`config.mk`:
```
export PLATFORM = sky130hd
export DESIGN_NAME = multi_db_counter_flat
export DESIGN_NICKNAME = d
export VERILOG_FILES = /design/src/rtl/multi_db_counter_if.sv /design/src/rtl/multi_db_counter.sv /design/src/flat_wrapper.sv
export SDC_FILE = /design/constraint.sdc
export NUM_CORES = 1
export LEC_CHECK = 0
export BUFFER_PORTS_ARGS = -buffer_cell sky130_fd_sc_hd__buf_4
export CAP_MARGIN = 40
export CORE_UTILIZATION = 50
export CTS_BUF_LIST = sky130_fd_sc_hd__clkbuf_8 sky130_fd_sc_hd__clkbuf_16
export DETAILED_ROUTE_END_ITERATION = 10
export PLACE_DENSITY_LB_ADDON = 0.25
export SLEW_MARGIN = 40
export SYNTH_ARGS = -nofsm -noshare
export SYNTH_HDL_FRONTEND = slang
export SYNTH_SLANG_ARGS = --single-unit
```
`constraint.sdc`:
```
create_clock -name clk -period 4.35 [get_ports clk]
set_clock_uncertainty 0.15 [all_clocks]
set_input_delay 0.6525 -clock clk [delete_from_list [all_inputs] [get_ports clk]]
set_output_delay 0.6525 -clock clk [all_outputs]
set_load 0.02 [all_outputs]
```
`src/rtl/multi_db_counter_if.sv`:
```
// rtl/multi_db_counter_if.sv - button inputs, controls and debounce/counter outputs of multi_db_counter
interface multi_db_counter_if #(
  parameter int N_CH  = 4,
  parameter int CNT_W = 8
);
  logic [N_CH-1:0]       btn;
  logic [N_CH-1:0]       clr;
  logic [1:0]            mode;
  logic                  sat;
  logic [N_CH-1:0]       db_level;
  logic [N_CH-1:0]       db_tick;
  logic [N_CH*CNT_W-1:0] raw_cnt;
  logic [N_CH*CNT_W-1:0] db_cnt;
  logic [N_CH-1:0]       ovf;

  modport master (
    output btn, clr, mode, sat,
    input  db_level, db_tick, raw_cnt, db_cnt, ovf
  );

  modport slave (
    input  btn, clr, mode, sat,
    output db_level, db_tick, raw_cnt, db_cnt, ovf
  );
endinterface

```
`src/rtl/multi_db_counter.sv`:
```
// rtl/multi_db_counter.sv - per-channel button synchroniser, debouncer and raw/debounced edge counters
module multi_db_counter #(
  parameter int N_CH      = 4,
  parameter int CNT_W     = 8,
  parameter int DB_CYCLES = 2000000
) (
  input logic                clk,
  input logic                reset_n,
  multi_db_counter_if.slave  bus
);
  localparam int              TW   = $clog2(DB_CYCLES);
  localparam logic [TW-1:0]   TMAX = TW'(DB_CYCLES - 1);
  localparam logic [CNT_W-1:0] CMAX = '1;

  logic [N_CH-1:0]  sync1_q, sync1_d;
  logic [N_CH-1:0]  sync_q, sync_d;
  logic [N_CH-1:0]  sync_prev_q, sync_prev_d;
  logic [N_CH-1:0]  db_level_q, db_level_d;
  logic [N_CH-1:0]  db_tick_q, db_tick_d;
  logic [N_CH-1:0]  ovf_q, ovf_d;
  logic [N_CH-1:0]  raw_ev;
  logic [TW-1:0]    timer_q [N_CH];
  logic [TW-1:0]    timer_d [N_CH];
  logic [CNT_W-1:0] raw_cnt_q [N_CH];
  logic [CNT_W-1:0] raw_cnt_d [N_CH];
  logic [CNT_W-1:0] db_cnt_q [N_CH];
  logic [CNT_W-1:0] db_cnt_d [N_CH];

  // Mode 11 falls back to rising-edge behaviour.
  function automatic logic edge_ok(input logic [1:0] m, input logic new_lvl);
    case (m)
      2'b01:   edge_ok = !new_lvl;
      2'b10:   edge_ok = 1'b1;
      default: edge_ok = new_lvl;
    endcase
  endfunction

  always_comb begin
    sync1_d     = bus.btn;
    sync_d      = sync1_q;
    sync_prev_d = sync_q;
    db_level_d  = db_level_q;
    db_tick_d   = '0;
    ovf_d       = ovf_q;
    raw_ev      = '0;
    for (int i = 0; i < N_CH; i++) begin
      timer_d[i]   = '0;
      raw_cnt_d[i] = raw_cnt_q[i];
      db_cnt_d[i]  = db_cnt_q[i];

      // Any cycle agreeing with the accepted level restarts the window.
      if (sync_q[i] != db_level_q[i]) begin
        if (timer_q[i] == TMAX) begin
          db_level_d[i] = sync_q[i];
          db_tick_d[i]  = edge_ok(bus.mode, sync_q[i]);
        end else begin
          timer_d[i] = timer_q[i] + 1'b1;
        end
      end

      raw_ev[i] = (sync_q[i] != sync_prev_q[i]) && edge_ok(bus.mode, sync_q[i]);

      if (bus.clr[i]) begin
        raw_cnt_d[i] = '0;
        db_cnt_d[i]  = '0;
        ovf_d[i]     = 1'b0;
      end else begin
        if (raw_ev[i]) begin
          if (raw_cnt_q[i] == CMAX) begin
            ovf_d[i]     = 1'b1;
            raw_cnt_d[i] = bus.sat ? CMAX : '0;
          end else begin
            raw_cnt_d[i] = raw_cnt_q[i] + 1'b1;
          end
        end
        if (db_tick_q[i]) begin
          if (db_cnt_q[i] == CMAX) begin
            ovf_d[i]    = 1'b1;
            db_cnt_d[i] = bus.sat ? CMAX : '0;
          end else begin
            db_cnt_d[i] = db_cnt_q[i] + 1'b1;
          end
        end
      end
    end
  end

  always_ff @(posedge clk or negedge reset_n) begin
    if (!reset_n) begin
      sync1_q     <= '0;
      sync_q      <= '0;
      sync_prev_q <= '0;
      db_level_q  <= '0;
      db_tick_q   <= '0;
      ovf_q       <= '0;
      for (int i = 0; i < N_CH; i++) begin
        timer_q[i]   <= '0;
        raw_cnt_q[i] <= '0;
        db_cnt_q[i]  <= '0;
      end
    end else begin
      sync1_q     <= sync1_d;
      sync_q      <= sync_d;
      sync_prev_q <= sync_prev_d;
      db_level_q  <= db_level_d;
      db_tick_q   <= db_tick_d;
      ovf_q       <= ovf_d;
      for (int i = 0; i < N_CH; i++) begin
        timer_q[i]   <= timer_d[i];
        raw_cnt_q[i] <= raw_cnt_d[i];
        db_cnt_q[i]  <= db_cnt_d[i];
      end
    end
  end

  assign bus.db_level = db_level_q;
  assign bus.db_tick  = db_tick_q;
  assign bus.ovf      = ovf_q;

  for (genvar g = 0; g < N_CH; g++) begin : g_pack
    assign bus.raw_cnt[g*CNT_W +: CNT_W] = raw_cnt_q[g];
    assign bus.db_cnt[g*CNT_W +: CNT_W]  = db_cnt_q[g];
  end
endmodule

```
`src/flat_wrapper.sv`:
```
// flat-port wrapper written by rule: the top's interface ports become plain ports
module multi_db_counter_flat 
#(
  parameter int N_CH      = 4,
  parameter int CNT_W     = 8,
  parameter int DB_CYCLES = 2000000
)
  (clk, reset_n, bus_btn, bus_clr, bus_mode, bus_sat, bus_db_level, bus_db_tick, bus_raw_cnt, bus_db_cnt, bus_ovf);
  multi_db_counter_if #(.N_CH(N_CH), .CNT_W(CNT_W)) bus_i ();
  input logic clk;
  input logic reset_n;
  input wire logic [$bits(bus_i.btn)-1:0] bus_btn;
  input wire logic [$bits(bus_i.clr)-1:0] bus_clr;
  input wire logic [$bits(bus_i.mode)-1:0] bus_mode;
  input wire logic [$bits(bus_i.sat)-1:0] bus_sat;
  output wire logic [$bits(bus_i.db_level)-1:0] bus_db_level;
  output wire logic [$bits(bus_i.db_tick)-1:0] bus_db_tick;
  output wire logic [$bits(bus_i.raw_cnt)-1:0] bus_raw_cnt;
  output wire logic [$bits(bus_i.db_cnt)-1:0] bus_db_cnt;
  output wire logic [$bits(bus_i.ovf)-1:0] bus_ovf;
  assign bus_i.btn = bus_btn;
  assign bus_i.clr = bus_clr;
  assign bus_i.mode = bus_mode;
  assign bus_i.sat = bus_sat;
  assign bus_db_level = bus_i.db_level;
  assign bus_db_tick = bus_i.db_tick;
  assign bus_raw_cnt = bus_i.raw_cnt;
  assign bus_db_cnt = bus_i.db_cnt;
  assign bus_ovf = bus_i.ovf;
  multi_db_counter #(.N_CH(N_CH), .CNT_W(CNT_W), .DB_CYCLES(DB_CYCLES)) u_core (.clk(clk), .reset_n(reset_n), .bus(bus_i));
endmodule
```
# Word level (Yosys, flattened, before mapping)

Cells that the tools add are included.

Flip-flop bits (word level): 172
Input port bits: 13
Output and inout port bits: 76
Logic and storage cells: 140

Add/subtract/negate cells: 12
Equal/unequal tests: 22
Mux-type cells: 65
Reduce and logical (&&, ||, !) cells: 20

Operator list:

| kind                                                 | number |
|---|---|
| 2-to-1 mux 8 bit                                     | 25 |
| 2-to-1 mux 21 bit                                    | 8 |
| adder 21 x 1 -> 21 bit (second input constant)       | 4 |
| equality test 21 bit (second input constant)         | 4 |
| adder 8 x 1 -> 8 bit (second input constant)         | 8 |
| equality test 8 bit (second input constant)          | 8 |
| 2-to-1 mux 1 bit                                     | 28 |
| nonzero test 2 bit                                   | 8 |
| inequality test 1 bit                                | 8 |
| one-hot mux 1 bit (2 select lines)                   | 4 |
| AND reduction 2 bit                                  | 4 |
| logical AND 1 bit                                    | 4 |
| zero test 1 bit                                      | 4 |
| equality test 2 x 1 -> 1 bit (second input constant) | 1 |
| equality test 2 bit (second input constant)          | 1 |

# Logic depth before layout (Yosys ltp)

Gate-level depths: netlist of run 1.

Depth in word-level cells: 7
Depth in mapped cells: 9

# Worst setup path after synthesis of run 1

Ideal clock, no wire load.

Path type: input-to-reg
From: input bus_mode[0]
To: register u_core.raw_cnt_q, in the netlist u_core.bus.raw_cnt[15]
Library setup time: 0.122 ns
Arrival: 2.414 ns
Path slack: 1.664 ns
Cell stages on the path: 8
Path buffers: 2
Path through: inv_1 ha_1 buf_6 or4bb_1 nand4_1 clkbuf_1 o2111ai_1 a32o_1

Word-level cells in the longest chain between the ends: 4
Elaborated cells on any way between the ends: 5

Ends and longest elaborated chain:

| element                                                                    | line                    | RTL |
|---|---|---|
| start, declared                                                            | flat_wrapper.sv:14      | `input wire logic [$bits(bus_i.mode)-1:0] bus_mode;` |
| equality test 2 bit / equality test 2 x 1 -> 1 bit (equally long branches) | multi_db_counter.sv:31  | `case (m)` |
| one-hot mux 1 bit (2 select lines) (*)                                     | multi_db_counter.sv:31  |  |
| logical AND 1 bit (*)                                                      | multi_db_counter.sv:61  | `raw_ev[i] = (sync_q[i] != sync_prev_q[i]) && edge_ok(bus.mode, sync_q[i]);` |
| nonzero test 2 bit (no line) (*)                                           | -                       |  |
| end signal, assigned by index                                              | multi_db_counter.sv:110 | `raw_cnt_q[i] <= raw_cnt_d[i];` |
| end, declared                                                              | multi_db_counter.sv:24  | `logic [CNT_W-1:0] raw_cnt_q [N_CH];` |

Every way passes the cells marked *; elsewhere a longest branch is shown, timed or not.
A chain may end at the register's enable or synchronous reset.

# Final worst setup path of run 1

From: input bus_mode[0]
To: register u_core.raw_cnt_q, in the netlist u_core.bus.raw_cnt[27]

The elaborated chain is that of the path after synthesis.

==> run metrics, run 1 <==
status=complete, no violations; peak supply drop=285 uV; final core area utilization=between 60% and 70%; final slew viol count=0; row count=48; period utilization=62.8%; ys async rst share=100%; layout cells sized above 1=14.2%; IO Port Bufs=a little under 90; initial drt markers=642; clk sink count=172; Synth area leader=dfrtp_1; Num CTS Buffers=17; post-CTS sizing=0; Worst Setup End Kind=flop; leak pwr=4.52 nW; global-route wire length before repair=34200 um; fmax=366 MHz; IO Count=approximately 90; vias per inst=roughly 6.1; GRT Total Usage=23.0%; Placer Congestion=0.819; synth top area cells=dfrtp_1, a21oi_1, nor2_1, o21ai_0, nand3_1; flops & latches, synth=172; Residual DRC=0; initial antenna violation count=0; Die ar.=roughly 0.019 mm2; Tightest Hold Check Type=in -> async; register area share after synthesis=47.4%; Synth Instances=939; FF-to-FF Start=u_core.timer_q[13]; worst hold margin=0.0779 ns; top cell type's share of synthesized area=about 47%; CP Data Required Time=4.48 ns; Synth Flop Type=dfrtp_1; Synth Net Count=966; CTS tree=built; worst-skew pair later-pin latency=0.42 ns; Worst Setup Start Kind=input port; fin cells=1258; final wirelength=20700 um; Setup TNS Final=0 ns; DP HPWL=13600 um; wire per inst=16.5 um; Final Hold Viols=0; drt first pass iters=5; library cells used by synthesis=70; H-tree levels=4; r2r setup slk=between 1.5 and 2 ns; Post-Syn Area=between 0.009 and 0.01 mm2; cts-stage hold buffer count=0; die width=137 um; Area Overhead vs Synth=16.9%; Die H=137 um; Core Area=approximately 0.018 mm2; Nets=1047; Cells after DPL=1226; Worst-path clk slew=0.07 ns; Setup-failing EPs final=0; post-layout min period=2.73 ns; setup ws final=between 1.5 and 2 ns; critical path arrival=2.86 ns; ANT nets after route=0; CTS Root Cell=clkbuf_16; Clock Tree Buf Depth=2; Ys Warns=0; kind of critical path=in -> reg; Critical Path Fanout Max=21; GRT overflow=0; Synth Area per Inst=approximately 9.7 um2; Critical R2R Capture=u_core.timer_q[5]; Power Dens Cells=337 mW/mm2; count of max-cap constraint violations=0; # diodes=0; Reg2Reg Depth=4; largest net degree at the start of global routing=96; pre-CTS WS=1.21 ns; Initial Util=51.8%; worst-margin pin slew=slightly below 0.8 ns; Slew headroom=about half; vias=7731; setup bufs post-CTS=0; vias in the first global route=6952; EDFF count, synth=0; RSZ-0062 raised after global routing=no
critical path, cell delays in order:
cell and delay (ns):
buf_4 0.08, inv_1 0.03, ha_1 0.73, nor4bb_1 0.15
or4_1 0.78, a41oi_1 0.33, a211oi_1 0.09
worst max-delay path by stage:
| stage | from | to | cells after the start |
|---|---|---|---|
| floorplan | bus_mode[0] | u_core.bus.raw_cnt[15] | 8 |
| global placement | bus_mode[0] | u_core.bus.raw_cnt[7] | 7 |
| detailed placement | bus_mode[0] | u_core.bus.raw_cnt[7] | 7 |
| CTS | bus_mode[0] | u_core.bus.raw_cnt[7] | 7 |
| global route | bus_mode[0] | u_core.bus.raw_cnt[13] | 7 |
| finish | bus_mode[0] | u_core.bus.raw_cnt[27] | 7 |
placed cells by master (no fill, tap or decap), drive strengths merged, types with 29 or more instances in the layout:
master / count
dfrtp: 172
inv: 29
buf: 93
nand2: 62
a21oi: 60
o21ai: 60
xor2: 30
nand3: 53
nor2: 79
nand4: 31
stage by stage:
step | area (um2) | total power [mW]
after floorplan | 9080 | 1.78
after global placement | 9930 | 1.86
after detailed placement | 9930 | 1.87
after CTS | 10600 | 3.62
after global routing | 10600 | 3.70
final | 10600 | 3.58
flip-flops by register name (all words and copies together), names as in the netlist:
name,count
u_core.bus.db_tick,4
u_core.sync_prev_d,4
u_core.sync_prev_q,4
u_core.bus.db_cnt,32
u_core.bus.ovf,4
u_core.sync1_q,4
u_core.timer_q,84
u_core.bus.db_level,4
u_core.bus.raw_cnt,32
cells by family after synthesis:
| family | synth area share (%) |
|---|---|
| AO/OA/AOI/OAI | 17.6 |
| XOR/XNOR | 4.53 |
| adder cells (fa/ha/maj) | 1.93 |
| buffers and inverters | 2.74 |
| flip-flops | 47.4 |
| multiplexers | 1.12 |
| AND/OR/NAND/NOR | 24.7 |
cells in the mapped netlist, types with 11 or more instances:
library cell  instances
or3_1                20
and3_1               22
xnor2_1              17
ha_1                 14
inv_1                26
or4_1                18
nand3_1              53
o31ai_1              17
xor2_1               30
nand2_1              62
clkbuf_1             24
nand4_1              31
and2_1               11
nor3_1               22
a31oi_1              12
a21oi_1              60
nor4_1               11
dfrtp_1             172
nor2_1               79
o21ai_0              58
and4_1               19
layer usage:
layer | wire length (um) | track usage [%]
met1 | 9820 | 32.7
met2 | 9570 | 36.0
met3 | 1110 | 4.26
met4 | 217 | 6.59
met5 | 0 | 0
area by class of cell:
class                           instances  area (um2)
Timing Repair Buffer                   93         718
Fill cell                            1479        6920
Clock buffer                           20         467
Multi-Input combinational cell        710        4530
Clock inverter                         12         216
Tap cell                              225         282
Sequential cell                       172        4300
Inverter                               26        97.6
report_power, final:
group	total, mW	internal (mW)	switching, mW
sequential	1.65	1.62	0.0295
clock	1.74	1.12	0.622
combinational	0.186	0.0579	0.128
total	3.58	2.80	0.779
No activity file was read; power rests on OpenSTA's default activity.
==> run 2: changes to the inputs <==
--- a/config.mk
+++ b/config.mk
@@ -5,6 +5,7 @@
 export SDC_FILE = /design/constraint.sdc
 export NUM_CORES = 1
 export LEC_CHECK = 0
+export ABC_AREA = 1
 export BUFFER_PORTS_ARGS = -buffer_cell sky130_fd_sc_hd__buf_4
 export CAP_MARGIN = 40
 export CORE_UTILIZATION = 50
==> constraint.sdc (replaced) <==
create_clock -name clk -period 2.2 [get_ports clk]
set_clock_uncertainty 0.15 [all_clocks]
set_input_delay 0.33 -clock clk [delete_from_list [all_inputs] [get_ports clk]]
set_output_delay 0.33 -clock clk [all_outputs]
set_load 0.02 [all_outputs]
==> run 2 against run 1 <==
Core utilization is 0.34 points lower. Final cell count is 36% higher. Sequential cell count stayed put. Non-clock buffer count is 11 higher. Worst setup slack worse by 1.4 ns.
==> run metrics, run 2 <==
final wirelength=21800 um (was 20700 um); ys async rst share=100% (unchanged); Biggest register=u_core.timer_q (unchanged); Post-Syn Area=0.00962 mm2 (was 0.00908 mm2); final slew viol count=0 (unchanged); Initial Util=51.3% (was 51.8%); IO Port Bufs=88 (unchanged); clk sink count=172 (unchanged); Synth Area in XOR/XNOR=4.63% (was 4.53%); vias=8652 (was 7731); drt first pass iters=5 (unchanged); critical path arrival=2.11 ns (was 2.86 ns); Power Dens Cells=573 mW/mm2 (was 337 mW/mm2); flops & latches, synth=172 (unchanged); mux contribution to synthesized area=0% (was 1.12%); DP HPWL=16100 um (was 13600 um); most frequent cells in the layout=nand2_1, nor2_1, dfrtp_1 (was dfrtp_1, buf_4, nor2_1); Die ar.=0.0198 mm2 (was 0.0187 mm2); period utilization=88.1%; Setup-failing EPs final=0 (unchanged); synth top area cells=dfrtp_1, nand2_1, nor2_1, inv_1, nand3_1 (was dfrtp_1, a21oi_1, nor2_1, o21ai_0, nand3_1); GRT Total Usage=23.1% (was 23.0%); Clock Tree Buf Depth=2 (unchanged); IO Count=89 (unchanged); Tightest Hold Check Type=in -> reg (was in -> async); post-CTS sizing=0 (unchanged); ANT nets after route=0 (unchanged); Hold Path Sink=u_core.bus.ovf[1]; RSZ-0062 raised after global routing=no (unchanged); Placer Congestion=0.886 (was 0.819); pre-CTS WS=0.152 ns (was 1.21 ns); highest metal used=met4 (unchanged); hold_sp=bus_clr[1]; library cells used by synthesis=33 (was 70); Final Hold Viols=0 (unchanged); Worst Setup End Kind=flop (unchanged); Critical Path Fanout Max=8 (was 21); row count=50 (was 48); r2r setup slk=0.26 ns (was 1.67 ns); EDFF count, synth=0 (unchanged); met1 WL=10400 um (was 9820 um); fin cells=1711 (was 1258); initial antenna violation count=0 (unchanged); Worst-path clk slew=0.07 ns (about the same); Synth Area per Inst=7.17 um2 (was 9.67 um2); Area Overhead vs Synth=17.5% (was 16.9%); Largest register FFs=84 (unchanged); setup ws final=0.262 ns (was 1.62 ns); top cell type's share of synthesized area=44.7% (was 47.4%); Nets=1491 (was 1047); Core Area=0.0188 mm2 (was 0.0175 mm2); dpl cell area=0.0107 mm2 (was 0.00993 mm2); Synth Flop Type=dfrtp_1 (unchanged); combinational family with the most area after synthesis=simple AND/OR/NAND/NOR gates (unchanged); H-tree levels=4 (unchanged); Residual DRC=0 (unchanged); Slew headroom=63.4% (was 48.6%); worst stage delay on the critical path=0.43 ns (was 0.78 ns); most used cell along the critical path=nand2_1; wire per inst=12.7 um (was 16.5 um); Critical R2R Capture=u_core.bus.raw_cnt[23] (was u_core.timer_q[5]); cell breakdown of the critical path=ha_1 -> nand2_1 -> nor2_1 -> nand3_1 -> nor2_1 -> nor2_2 -> nand2_1 -> nand2_1 (was buf_4 -> inv_1 -> ha_1 -> nor4bb_1 -> or4_1 -> a41oi_1 -> a211oi_1); vias per inst=5.06 (was 6.15); Final Cell Area=0.0113 mm2 (was 0.0106 mm2); Final Power=6.48 mW (was 3.58 mW); worst hold margin=0.0705 ns (was 0.0779 ns); Die H=141 um (was 137 um); Ys Warns=0 (unchanged); Num CTS Buffers=17 (unchanged); leak pwr=5.53 nW (was 4.52 nW); post-layout min period=roughly 1.9 ns; Reg2Reg Depth=8 (was 4); worst-margin pin slew=0.547 ns (was 0.771 ns); worst-skew pair later-pin latency=0.43 ns (was 0.42 ns); Commonest cells post-synth=nand2_1, nor2_1, dfrtp_1 (was dfrtp_1, nor2_1, nand2_1); GRT overflow=0 (unchanged); Post-Synth Adder-Cell Area=1.82% (was 1.93%); fmax=between 500 and 600 MHz; Synth Instances=1341 (was 939); met3 routed WL=802 um (was 1110 um); FF-to-FF Start=u_core.bus.raw_cnt[16] (was u_core.timer_q[13]); Worst Setup Start Kind=flop (was input port); count of max-cap constraint violations=0 (unchanged); global-route wire length before repair=37000 um (was 34200 um); Cells after DPL=1671 (was 1226); Synth area leader=dfrtp_1 (unchanged); layout cells sized above 1=11.6% (was 14.2%); most common cell after layout, fill and taps aside=nand2_1 (was dfrtp_1); register area share after synthesis=44.7% (was 47.4%); initial drt markers=458 (was 642); Synth Net Count=1368 (was 966); setup bufs post-CTS=0 (unchanged); peak supply drop=555 uV (was 285 uV); Slowest-stage cell, CP=dfrtp_1 (was or4_1); Synth Area in Compound Gates=5.72% (was 17.6%); CP Data Required Time=2.37 ns (was 4.48 ns); Fillers=1733 (was 1479); final core area utilization=60.2% (was 60.5%); Setup TNS Final=0 ns (unchanged); Hold Crit Depth=4; largest net degree at the start of global routing=45 (was 96); die width=141 um (was 137 um); vias in the first global route=7957 (was 6952); # diodes=0 (unchanged); kind of critical path=reg -> reg (was in -> reg); count leader, synth=nand2_1 (was dfrtp_1); met2 wire length=10100 um (was 9570 um); CTS tree=built (unchanged); cts-stage hold buffer count=8 (was 0); Simple-Gate Fraction of Synth Area=37.0% (was 24.7%); status=complete, no violations (unchanged); CTS Root Cell=clkbuf_16 (unchanged)
-- run 2: cell types whose count changed in the layout (fill, tap and decap cells not counted), sizes merged, moves of 19 or more --
cell	before	now
a21oi	60	19
and3	23	0
and4	20	0
inv	29	159
nand2	62	425
nand3	53	90
nor2	79	281
o31ai	19	0
or3	22	0
-- run 2: how the worst max path moves through the flow --
stage / startpoint / to / slack (ns) / depth (start not counted)
after floorplan: u_core.bus.raw_cnt[16] / u_core.bus.raw_cnt[18] / 0.46 / 8
after global placement: bus_mode[0] / u_core.bus.raw_cnt[27] / 0.21 / 9
after detailed placement: bus_mode[0] / u_core.bus.raw_cnt[29] / 0.15 / 9
after CTS: u_core.bus.raw_cnt[16] / u_core.bus.raw_cnt[23] / 0.24 / 8
after global routing: u_core.bus.raw_cnt[16] / u_core.bus.raw_cnt[17] / 0.03 / 8
final: u_core.bus.raw_cnt[16] / u_core.bus.raw_cnt[23] / 0.26 / 8
-- run 2: critical path, delay by kind of cell, from the launching register on --
| family | cells | cell delay, ns |
|---|---|---|
| AND/OR/NAND/NOR | 7 | 1.05 |
| flip-flops | 1 | 0.43 |
| adder cells (fa/ha/maj) | 1 | 0.19 |
-- run 2: cell type report --
type                    count  area, um2  share of cell area [%]
well taps                 234        293                    2.59
repair buffers            104        830                    7.34
flip-flops and latches    172       4300                    38.1
clock inverters            13        104                   0.919
clock buffers              19        453                    4.01
inverters                 157        589                    5.22
multi-input cells        1012       4730                    41.8
-- run 2: logic make-up (layout without fill, tap and decap cells) --
family / Yosys count / count (layout)
AO/OA/AOI/OAI: 102 / 102
XOR/XNOR: 50 / 50
adder cells (fa/ha/maj): 14 / 14
buffers and inverters: 157 / 293
flip-flops: 172 / 172
AND/OR/NAND/NOR: 846 / 846
-- run 2: power breakdown --
group          switching (mW)  internal [mW]
combinational           0.250          0.120
sequential             0.0490           3.21
clock                    1.25           1.60
total                    1.55           4.92
-- run 2: routing by layer --
layer / global-route usage [%] / up-vias
met5: 0 / -
met4: 7.72 / 0
met3: 3.77 / 31
met2: 37.7 / 160
met1: 31.5 / 4009
li1: - / 4452
